### src/rtl/btb_pkg.sv
// Shared types and encodings for the BTB update path.
//   btb_upd_t     : one pending BTB write (pc, target, ins_type)
//   InsType*      : ins_type encodings, kept in step with the BTB itself
//   upd_needed()  : true when a resolved branch must be written back into the BTB
package btb_pkg;

  typedef struct packed {
    logic [31:0] pc;
    logic [31:0] target;
    logic [2:0]  ins_type;
  } btb_upd_t;

  localparam logic [2:0] InsTypeNone   = 3'b000;
  localparam logic [2:0] InsTypeBranch = 3'b001;
  localparam logic [2:0] InsTypeCall   = 3'b010;
  localparam logic [2:0] InsTypeReturn = 3'b011;

  // Only taken branches are written: the BTB has no invalidate path, so a
  // not-taken branch never needs an update even if the prediction was wrong.
  function automatic logic upd_needed(input logic        valid,
                                      input logic        taken,
                                      input logic [2:0]  pred_type,
                                      input logic [31:0] pred_target,
                                      input logic [2:0]  act_type,
                                      input logic [31:0] act_target);
    return valid & taken & ((pred_type != act_type) | (pred_target != act_target));
  endfunction

endpackage

### src/rtl/btb_upd_fifo.sv
// Pending-update FIFO: up to two pushes and one pop per cycle, plus an in-place
// overwrite of the current tail entry.
//   clk_i, reset_i : clock, synchronous active-high reset (clears pointers and count)
//   pop_i          : drop the head entry
//   push_cnt_i     : number of entries to append (0..2), push0_i is older than push1_i
//   merge_i        : overwrite the tail entry (before this cycle's pushes) with merge_data_i
//   head_o         : oldest entry
//   tail_pc_o      : pc of the newest entry
//   count_o        : occupancy 0..Depth
// The caller guarantees no overflow/underflow; merge is only issued when the tail
// entry is not being popped.
module btb_upd_fifo
  import btb_pkg::*;
#(
  parameter int unsigned Depth = 4
) (
  input  logic                     clk_i,
  input  logic                     reset_i,
  input  logic                     pop_i,
  input  logic [1:0]               push_cnt_i,
  input  btb_upd_t                 push0_i,
  input  btb_upd_t                 push1_i,
  input  logic                     merge_i,
  input  btb_upd_t                 merge_data_i,
  output btb_upd_t                 head_o,
  output logic [31:0]              tail_pc_o,
  output logic [$clog2(Depth):0]   count_o
);

  localparam int unsigned PtrW = $clog2(Depth);

  typedef logic [PtrW-1:0] ptr_t;
  typedef logic [PtrW:0]   cnt_t;

  btb_upd_t mem_q [Depth];
  ptr_t     rd_ptr_q, rd_ptr_d;
  ptr_t     wr_ptr_q, wr_ptr_d;
  cnt_t     count_q, count_d;
  ptr_t     tail_ptr;

  assign tail_ptr = wr_ptr_q - ptr_t'(1);

  always_comb begin
    rd_ptr_d = rd_ptr_q + ptr_t'(pop_i);
    wr_ptr_d = wr_ptr_q + ptr_t'(push_cnt_i);
    count_d  = count_q - cnt_t'(pop_i) + cnt_t'(push_cnt_i);
  end

  always_ff @(posedge clk_i) begin
    if (reset_i) begin
      rd_ptr_q <= '0;
      wr_ptr_q <= '0;
      count_q  <= '0;
    end else begin
      rd_ptr_q <= rd_ptr_d;
      wr_ptr_q <= wr_ptr_d;
      count_q  <= count_d;
    end
  end

  // Storage needs no reset: count_q alone decides which slots are live.
  always_ff @(posedge clk_i) begin
    if (merge_i) begin
      mem_q[tail_ptr] <= merge_data_i;
    end
    if (push_cnt_i != 2'd0) begin
      mem_q[wr_ptr_q] <= push0_i;
    end
    if (push_cnt_i == 2'd2) begin
      mem_q[wr_ptr_q + ptr_t'(1)] <= push1_i;
    end
  end

  assign head_o    = mem_q[rd_ptr_q];
  assign tail_pc_o = mem_q[tail_ptr].pc;
  assign count_o   = count_q;

endmodule

### src/rtl/btb_update_gen.sv
// BTB update producer. Qualifies resolved branches from the two EX lanes, buffers
// the ones needing a BTB write and issues one registered update per cycle.
//   clk, reset            : clock, synchronous active-high reset
//   ex_*_0 / ex_*_1       : resolved branch from lane 0 (older) and lane 1
//   branch_mistaken       : one-cycle write strobe to the BTB (no back-pressure)
//   ins_type_w, wrong_pc,
//   right_target          : update payload, held when branch_mistaken is low
//   drop_cnt              : saturating count of updates lost to FIFO overflow
module btb_update_gen
  import btb_pkg::*;
#(
  parameter int unsigned DEPTH = 4,
  parameter int unsigned CNTW  = 16
) (
  input  logic            clk,
  input  logic            reset,
  input  logic            ex_valid_0,
  input  logic [31:0]     ex_pc_0,
  input  logic [2:0]      ex_pred_type_0,
  input  logic [31:0]     ex_pred_target_0,
  input  logic            ex_taken_0,
  input  logic [31:0]     ex_target_0,
  input  logic [2:0]      ex_type_0,
  input  logic            ex_valid_1,
  input  logic [31:0]     ex_pc_1,
  input  logic [2:0]      ex_pred_type_1,
  input  logic [31:0]     ex_pred_target_1,
  input  logic            ex_taken_1,
  input  logic [31:0]     ex_target_1,
  input  logic [2:0]      ex_type_1,
  output logic            branch_mistaken,
  output logic [2:0]      ins_type_w,
  output logic [31:0]     wrong_pc,
  output logic [31:0]     right_target,
  output logic [CNTW-1:0] drop_cnt
);

  localparam int unsigned CntFW = $clog2(DEPTH) + 1;
  typedef logic [CntFW-1:0] fcnt_t;

  logic     q0, q1, l0_keep;
  btb_upd_t lane0_upd, lane1_upd;

  btb_upd_t    fifo_head;
  logic [31:0] fifo_tail_pc;
  fcnt_t       fifo_count;

  btb_upd_t nw_0, nw_1, out_upd, merge_upd;
  logic [1:0] n_new, push_cnt, drop_n;
  logic     out_vld, pop, merge;
  fcnt_t    remain, free;

  logic            bm_q;
  btb_upd_t        upd_q, upd_d;
  logic [CNTW-1:0] drop_cnt_q, drop_cnt_d;
  logic [CNTW:0]   drop_sum;

  assign q0 = upd_needed(ex_valid_0, ex_taken_0, ex_pred_type_0, ex_pred_target_0,
                         ex_type_0, ex_target_0);
  assign q1 = upd_needed(ex_valid_1, ex_taken_1, ex_pred_type_1, ex_pred_target_1,
                         ex_type_1, ex_target_1);
  // Same pc on both lanes: the younger resolution wins, the older is silently discarded.
  assign l0_keep = q0 & ~(q1 & (ex_pc_0 == ex_pc_1));

  assign lane0_upd = '{pc: ex_pc_0, target: ex_target_0, ins_type: ex_type_0};
  assign lane1_upd = '{pc: ex_pc_1, target: ex_target_1, ins_type: ex_type_1};

  always_comb begin
    nw_0      = lane0_upd;
    nw_1      = lane1_upd;
    n_new     = 2'd0;
    out_vld   = 1'b0;
    out_upd   = '0;
    pop       = 1'b0;
    merge     = 1'b0;
    merge_upd = '0;
    remain    = fifo_count;
    free      = '0;
    push_cnt  = 2'd0;
    drop_n    = 2'd0;

    // Compact the surviving lanes into nw_0 (older) / nw_1.
    if (l0_keep) begin
      n_new = q1 ? 2'd2 : 2'd1;
    end else if (q1) begin
      nw_0  = lane1_upd;
      n_new = 2'd1;
    end

    // Oldest candidate goes to the output register; lanes bypass an empty FIFO.
    if (fifo_count != '0) begin
      pop     = 1'b1;
      out_vld = 1'b1;
      out_upd = fifo_head;
      remain  = fifo_count - fcnt_t'(1);
    end else if (n_new != 2'd0) begin
      out_vld = 1'b1;
      out_upd = nw_0;
      nw_0    = nw_1;
      n_new   = n_new - 2'd1;
    end

    // Refresh a still-queued tail with the same pc instead of taking a new slot.
    if ((n_new != 2'd0) && (remain != '0) && (nw_0.pc == fifo_tail_pc)) begin
      merge     = 1'b1;
      merge_upd = nw_0;
      nw_0      = nw_1;
      n_new     = n_new - 2'd1;
    end

    // Whatever does not fit is dropped, newest first.
    free = fcnt_t'(DEPTH) - remain;
    if (fcnt_t'(n_new) <= free) begin
      push_cnt = n_new;
    end else begin
      push_cnt = free[1:0];
    end
    drop_n = n_new - push_cnt;
  end

  always_comb begin
    drop_sum   = {1'b0, drop_cnt_q} + {{(CNTW - 1){1'b0}}, drop_n};
    drop_cnt_d = drop_sum[CNTW] ? {CNTW{1'b1}} : drop_sum[CNTW-1:0];
    upd_d      = out_vld ? out_upd : upd_q;
  end

  always_ff @(posedge clk) begin
    if (reset) begin
      bm_q       <= 1'b0;
      upd_q      <= '0;
      drop_cnt_q <= '0;
    end else begin
      bm_q       <= out_vld;
      upd_q      <= upd_d;
      drop_cnt_q <= drop_cnt_d;
    end
  end

  btb_upd_fifo #(
    .Depth (DEPTH)
  ) u_fifo (
    .clk_i        (clk),
    .reset_i      (reset),
    .pop_i        (pop),
    .push_cnt_i   (push_cnt),
    .push0_i      (nw_0),
    .push1_i      (nw_1),
    .merge_i      (merge),
    .merge_data_i (merge_upd),
    .head_o       (fifo_head),
    .tail_pc_o    (fifo_tail_pc),
    .count_o      (fifo_count)
  );

  assign branch_mistaken = bm_q;
  assign ins_type_w      = upd_q.ins_type;
  assign wrong_pc        = upd_q.pc;
  assign right_target    = upd_q.target;
  assign drop_cnt        = drop_cnt_q;

endmodule

### config.mk
export PLATFORM = sky130hd
export DESIGN_NAME = btb_update_gen
export DESIGN_NICKNAME = d
export VERILOG_FILES = /design/src/rtl/btb_pkg.sv /design/src/rtl/btb_upd_fifo.sv /design/src/rtl/btb_update_gen.sv
export SDC_FILE = /design/constraint.sdc
export NUM_CORES = 1
export LEC_CHECK = 0
export BUFFER_PORTS_ARGS = -buffer_cell sky130_fd_sc_hd__buf_2
export CAP_MARGIN = 20
export CORE_AREA = 2 2 266 163
export DETAILED_ROUTE_END_ITERATION = 8
export DIE_AREA = 0 0 268 165
export PLACE_DENSITY = 0.79
export SLEW_MARGIN = 20
export SYNTH_ARGS = -nofsm -noshare
export SYNTH_HDL_FRONTEND = slang
export SYNTH_SLANG_ARGS = --single-unit
### constraint.sdc
create_clock -name clk -period 10.15 [get_ports clk]
set_input_delay 0.5075 -clock clk [delete_from_list [all_inputs] [get_ports clk]]
set_output_delay 0.5075 -clock clk [all_outputs]
set_load 0.01 [all_outputs]
==> results of run 1 <==
per-layer routing:
layer | vias to the layer above | track usage
met5 | - | 0
met4 | 4 | 0.1092
met3 | 165 | 0.1220
met2 | 1521 | 0.4853
met1 | 8889 | 0.4712
li1 | 7600 | -
cells in the final DEF (no fill, tap or decap), drive strengths merged, types with 13 or more instances in the layout:
cell type | synthesis | layout
a21oi | 166 | 166
nor2 | 239 | 239
ha | 19 | 19
nand4 | 28 | 28
inv | 48 | 50
nand2 | 24 | 24
mux4 | 99 | 99
dfxtp | 91 | 91
nor4 | 22 | 22
edfxtp | 268 | 268
xnor2 | 84 | 84
o21ai | 17 | 17
nand3 | 13 | 13
clkbuf | 136 | 50
buf | 88 | 321
xor2 | 65 | 65
a32o | 268 | 268
nor3 | 13 | 13
mux2i | 74 | 74
how the worst min path moves through the flow:
stage / cells after the start / slack, ns / end / from
5_1_grt: 2 / 0.33 / u_fifo.mem_q[2][24]$_DFFE_PP_ / ex_target_1[21]
6_report: 2 / 0.33 / u_fifo.mem_q[2][24]$_DFFE_PP_ / ex_target_1[21]
3_5_place_dp: 3 / 0.57 / drop_cnt[12]$_SDFF_PP0_ / drop_cnt[12]$_SDFF_PP0_
2_1_floorplan: 2 / 0.50 / branch_mistaken$_SDFF_PP0_ / u_fifo.count_o[2]$_SDFF_PP0_
4_1_cts: 2 / 0.32 / u_fifo.mem_q[1][32]$_DFFE_PP_ / ex_target_1[29]
3_3_place_gp: 3 / 0.52 / drop_cnt[12]$_SDFF_PP0_ / drop_cnt[12]$_SDFF_PP0_
flip-flops by register name, indices dropped and copies added (netlist names):
name / cells
u_fifo.wr_ptr_q: 2
right_target: 32
ins_type_w: 3
drop_cnt: 16
wrong_pc: 32
branch_mistaken: 1
u_fifo.rd_ptr_q: 2
u_fifo.count_o: 3
u_fifo.mem_q: 268
through the flow:
step	instances	total power (W)	hold WS (ns)	setup WS (ns)
finish	2598	0.008491	0.3284	1.451
global route	2594	0.008808	0.3326	0.9458
CTS	2588	0.008361	0.3220	1.680
detailed placement	2524	0.006938	0.5717	1.218
global placement	2524	0.006826	0.5185	1.426
floorplan	1858	0.005552	0.4978	0.4483
power by group through the flow:
| stage | sequential (W) | clock (W) | combinational [W] |
|---|---|---|---|
| 2_1_floorplan | 0.00262 | 0 | 0.00293 |
| 3_3_place_gp | 0.00262 | 0 | 0.00421 |
| 3_5_place_dp | 0.00264 | 0 | 0.00430 |
| 4_1_cts | 0.00261 | 0.00142 | 0.00433 |
| 5_1_grt | 0.00266 | 0.00148 | 0.00467 |
| 6_report | 0.00263 | 0.00142 | 0.00444 |
cell type report:
cell class / instances / area, um2 / share of cell area
clock buffer: 50 / 973.4 / 0.03979
sequential: 359 / 9878 / 0.4038
clock inverter: 14 / 230.2 / 0.009411
antenna: 9 / 22.52 / 0.0009206
tap: 570 / 713.2 / 0.02915
inverter: 49 / 183.9 / 0.007518
timing repair buffer: 321 / 1824 / 0.07457
multi-input combinational: 1226 / 10640 / 0.4348
cells by family (layout without fill, tap and decap cells):
group,after synthesis,count (layout),synth area share
AOI/OAI and AO/OA,520,520,0.2000
and+or+nand+nor,360,360,0.07388
DFF,359,359,0.4578
buffers and inverters,273,434,0.05560
muxes,176,176,0.1393
xor gates and xnor gates,149,149,0.06053
adders and majority gates,21,21,0.01288
other,0,9,0
==> key figures, run 1 <==
Outcome
  • Status: completed

Synthesis
  • Synth warnings: 0
  • Post-synth top cells: a32o_1, edfxtp_1, nor2_1, a21oi_1, clkbuf_1
  • Synth Register Bits: 359
  • Prevailing post-synth register cell: edfxtp_1
  • Register area share after synthesis: 0.4578
  • Post-synth ARST share: 0
  • Syn Nets: 2089
  • Synthesized area per cell: 11.60 um2
  • Yosys top cell area share: 0.3733
  • Synth area leader: edfxtp_1
  • Synth area leaders: edfxtp_1, a32o_1, mux4_2
  • Mapped cell area: 0.02156 mm2
  • Post-synth EDFFs: 268
  • Yosys cell types: 69
  • Syn Inst Count: 1858

Power and ir drop
  • Switching share of power: 0.4284
  • Clk network pwr share: 0.167
  • Pleak: 8.837 nW
  • Comb pwr share: 0.523
  • P_sw: 0.003638 W
  • VDD IR max: 0.3150 mV
  • P per Cell Area: 347.1 mW/mm2
  • Power Internal: 0.004853 W
  • Flop pwr share: 0.309

Critical path
  • Slowest-stage cell, CP: o2bb2ai_4
  • Reg2reg start: u_fifo.wr_ptr_q[0]$_SDFF_PP0_
  • CP peak stage delay: 0.76 ns
  • Worst reg-to-reg setup slack: 1.57 ns
  • CP Depth: 27
  • Crit end category: flip-flop
  • CP top delay family: compound AO/OA/AOI/OAI gates
  • CP required: 10.37 ns
  • Setup crit end: u_fifo.mem_q[2][42]$_DFFE_PP_
  • Critical path startpoint category: input pin
  • Critical path type: input pin to flip-flop
  • Crit. Startpoint: ex_target_1[3]
  • CP max FO: 35
  • Critical path buffer and inverter count: 3
  • CP arrival: 8.92 ns
  • Worst r2r path cells: 20
  • Reg-to-reg endpoint: u_fifo.mem_q[2][42]$_DFFE_PP_

Floorplan
  • Die area: 0.04422 mm2
  • Die Y: 165 um
  • Core box area: 0.04158 mm2
  • I/O pin total: 294
  • Die X: 268 um
  • Starting Density: 0.5185
  • Row Count: 58

STA
  • Slew Limit Fails: 0
  • Setup TNS Final: 0 ns
  • Worst slew margin: 0.2315
  • Least-Margin Pin Slew: 1.148 ns
  • Fmax: 115.0 MHz
  • Final hold violations: 0
  • Clock Skews: 0.02886 ns
  • Final setup viols: 0
  • Fin crit share: 0.8570
  • RSZ-0062 raised after global routing: false
  • Tmin final: 8.699 ns

Global route
  • GR Util All Layers: 0.3365
  • Gr ovfl total: 0
  • Vias in the first global route: 17160
  • Initial antenna violation count: 9
  • First-pass GRT wire length: 110400 um
  • Largest net degree at the start of global routing: 274

Placed design
  • Final HPWL DP: 49020 um
  • Gpl congestion: 1.059
  • DP Area: 0.02321 mm2
  • PortBufs: 293

Job
  • Max-cap violations: 0

Clock network
  • CTS Sinks: 359
  • H-tree levels: 2
  • Clk slew on worst S/H paths: 0.06 ns
  • Clock Tree Buf Depth: 3
  • CTS Buf Count: 36
  • Worst-skew pair later-pin latency: 0.57 ns
  • Clock root buffer: clkbuf_16
  • CTS Hold Buffers Added: 0
  • Post-CTS Setup Bufs: 0
  • CTS tree: built
  • CTS-repair resized insts: 0

Routing
  • Met3 routed WL: 12120 um
  • Vias per inst: 6.997
  • Antenna viol nets, final: 0
  • Via count: 18180
  • Drt wl/cell: 29.08 um
  • Drt first pass iters: 8
  • Routed wl met2: 32360 um
  • DR iter-0 viols: 2647
  • Post-route DRC: 0
  • Wirelength, routed: 75560 um
  • Top Metal Used: met5
  • Met1 WL: 28750 um

Finish
  • P&R area growth vs syn: 13.47%
  • Final core occ: 0.5883
  • Layout cell share with drive strength beyond 1: 0.2531
  • Finished Cell Area: 0.02446 mm2
  • Fillers: 3409
  • Final #Nets: 2224

Worst hold path
  • Hold crit path type: input pin to flip-flop
(Power assumes the default switching activity.)
==> run 2, diff against run 1 <==
REMOVE_ABC_BUFFERS = 1   (was unset)
==> run 2 against run 1 <==
Against the previous run: combinational power fell by 2%; non-clock buffer count rose by 1; final area rose by 0.54%; register-to-register slack got worse by 0.11 ns; first-iteration DRC count rose by 12%; sequential share of layout area fell by 0.22 points; core utilization rose by 0.32 points; clock skew rose by 0.0096 ns; worst setup slack got worse by 0.46 ns; cell count rose by 0.12%; routed wire length fell by 2.3%; critical path type unchanged.
==> key figures, run 2 (same netlist as run 1, synthesis figures left out) <==
Outcome
  • Status: completed

Routing
  • Wirelength, routed: 73810 um
  • Drt first pass iters: 7
  • Antenna viol nets, final: 0
  • DR iter-0 viols: 2961
  • Via count: 18140
  • Post-route DRC: 0
  • Vias per inst: 6.973
  • Drt wl/cell: 28.38 um

Clock network
  • CTS tree: built
  • Clk slew on worst S/H paths: 0.06 ns
  • CTS Buf Count: 38
  • CTS Sinks: 359
  • Post-CTS Setup Bufs: 0
  • Worst-skew pair later-pin latency: 0.57 ns
  • Clock root buffer: clkbuf_16
  • CTS-repair resized insts: 0
  • CTS Hold Buffers Added: 0
  • H-tree levels: 2
  • Clock Tree Buf Depth: 3

STA
  • Final hold violations: 0
  • Tmin final: 9.160 ns
  • Slew Limit Fails: 0
  • Least-Margin Pin Slew: 1.148 ns
  • Final setup viols: 0
  • Clock Skews: 0.03842 ns
  • RSZ-0062 raised after global routing: false
  • Fin crit share: 0.9025
  • Fmax: 109.2 MHz
  • Worst slew margin: 0.2278

Critical path
  • CP max FO: 27
  • CP arrival: 9.57 ns
  • Critical path buffer and inverter count: 3
  • Slowest-stage cell, CP: nor4_1
  • CP peak stage delay: 0.96 ns
  • CP top delay family: simple AND/OR/NAND/NOR gates
  • Critical path type: input pin to flip-flop
  • Crit end category: flip-flop
  • Critical path startpoint category: input pin
  • CP required: 10.56 ns

Global route
  • Initial antenna violation count: 6
  • Gr ovfl total: 0
  • Largest net degree at the start of global routing: 273
  • First-pass GRT wire length: 108600 um
  • Vias in the first global route: 17030
  • GR Util All Layers: 0.3287

Finish
  • Largest Register: u_fifo.mem_q
  • Leading cell type in the layout, fill and taps excluded: buf_2
  • Flip-flop count of the largest register after layout: 268
  • P&R area growth vs syn: 14.09%
  • Layout cell share with drive strength beyond 1: 0.2577
  • Fillers: 3390
  • Final #Nets: 2227
  • Final core occ: 0.5915
  • Most frequent cells in the layout: buf_2, a32o_1, edfxtp_1

Floorplan
  • Core box area: 0.04158 mm2
  • I/O pin total: 294
  • Die area: 0.04422 mm2
  • Die X: 268 um
  • Die Y: 165 um
  • Row Count: 58
  • Starting Density: 0.5185

Power and ir drop
  • Pleak: 8.926 nW
  • VDD IR max: 0.3858 mV
  • Total power: 0.008524 W
  • P per Cell Area: 346.5 mW/mm2

Job
  • Max-cap violations: 0

Placed design
  • PortBufs: 293
  • Final HPWL DP: 46510 um
  • Gpl congestion: 1.029

Worst hold path
  • Hold crit path type: input pin to flip-flop
[run 2: power breakdown]
part | leakage, nW | internal, W | switching, W
clock | 0.683 | 0.000934 | 0.000627
combinational | 4.98 | 0.00167 | 0.00269
sequential | 3.26 | 0.00234 | 0.000263
total | 8.93 | 0.00495 | 0.00358
[run 2: area by class of cell]
cell class,instances,area [um2],share of cell area
repair buffers,322,1769,0.07193
diodes,5,12.51,0.0005087
clock buffers,53,1162,0.04726
inverters,49,183.9,0.007478
multi-input cells,1226,10640,0.4325
flip-flops and latches,359,9878,0.4016
well taps,570,713.2,0.02900
clock inverters,17,239.0,0.009716
[run 2: through the flow]
stage	hold slack [ns]	setup slack [ns]	setup TNS [ns]	cells	instance area [um2]
after floorplan	0.4867	-8.967	-4312.22	1634	20540
after global placement	0.5288	1.102	0	2525	23150
after detailed placement	0.5379	0.9431	0	2525	23150
after CTS	0.3170	1.459	0	2595	24560
after global routing	0.3435	0.8708	0	2596	24580
final	0.3309	0.9899	0	2601	24600
[run 2: layer usage]
layer | vias up | GRT usage | part of all wire | wire length (um)
met2 | 1509 | 0.4909 | 0.44 | 32290
met4 | 0 | 0.07974 | 0.024 | 1741
met3 | 145 | 0.09766 | 0.14 | 10660
met1 | 8885 | 0.4702 | 0.39 | 29120
li1 | 7599 | - | - | -
met5 | - | 0 | 0 | 0
[run 2: final timing paths]
kind	slack (ns)	cells after the start	from	end
worst min-delay path	0.33	2	ex_type_1[1]	u_fifo.mem_q[2][1]$_DFFE_PP_
worst max-delay path	0.99	30	ex_target_1[26]	u_fifo.mem_q[2][22]$_DFFE_PP_
worst min register to register	0.55	3	drop_cnt[12]$_SDFF_PP0_	drop_cnt[12]$_SDFF_PP0_
worst max register to register	1.46	25	u_fifo.wr_ptr_q[0]$_SDFF_PP0_	u_fifo.mem_q[2][22]$_DFFE_PP_
[run 2: worst register-to-register path, cell delays in order, from the launching register on]
cell and delay (ns):
dfxtp_2 0.31, buf_4 0.42, clkinv_1 0.13, buf_4 0.23
ha_2 0.78, buf_4 0.46, mux2i_1 0.37, nor3_1 0.12
a2111oi_0 0.82, nand4_1 0.15, or3_1 0.32, nor3_1 0.21
o21bai_4 0.20, nand2_1 0.43, mux2i_1 0.40, ha_1 0.26
nand2_1 0.14, nor2_1 0.25, nand2_1 0.11, o21ai_0 0.08
nor2_1 0.09, a221oi_4 0.42, a2bb2oi_2 0.24, o21ai_4 0.95
buf_4 0.48, a32o_1 0.19
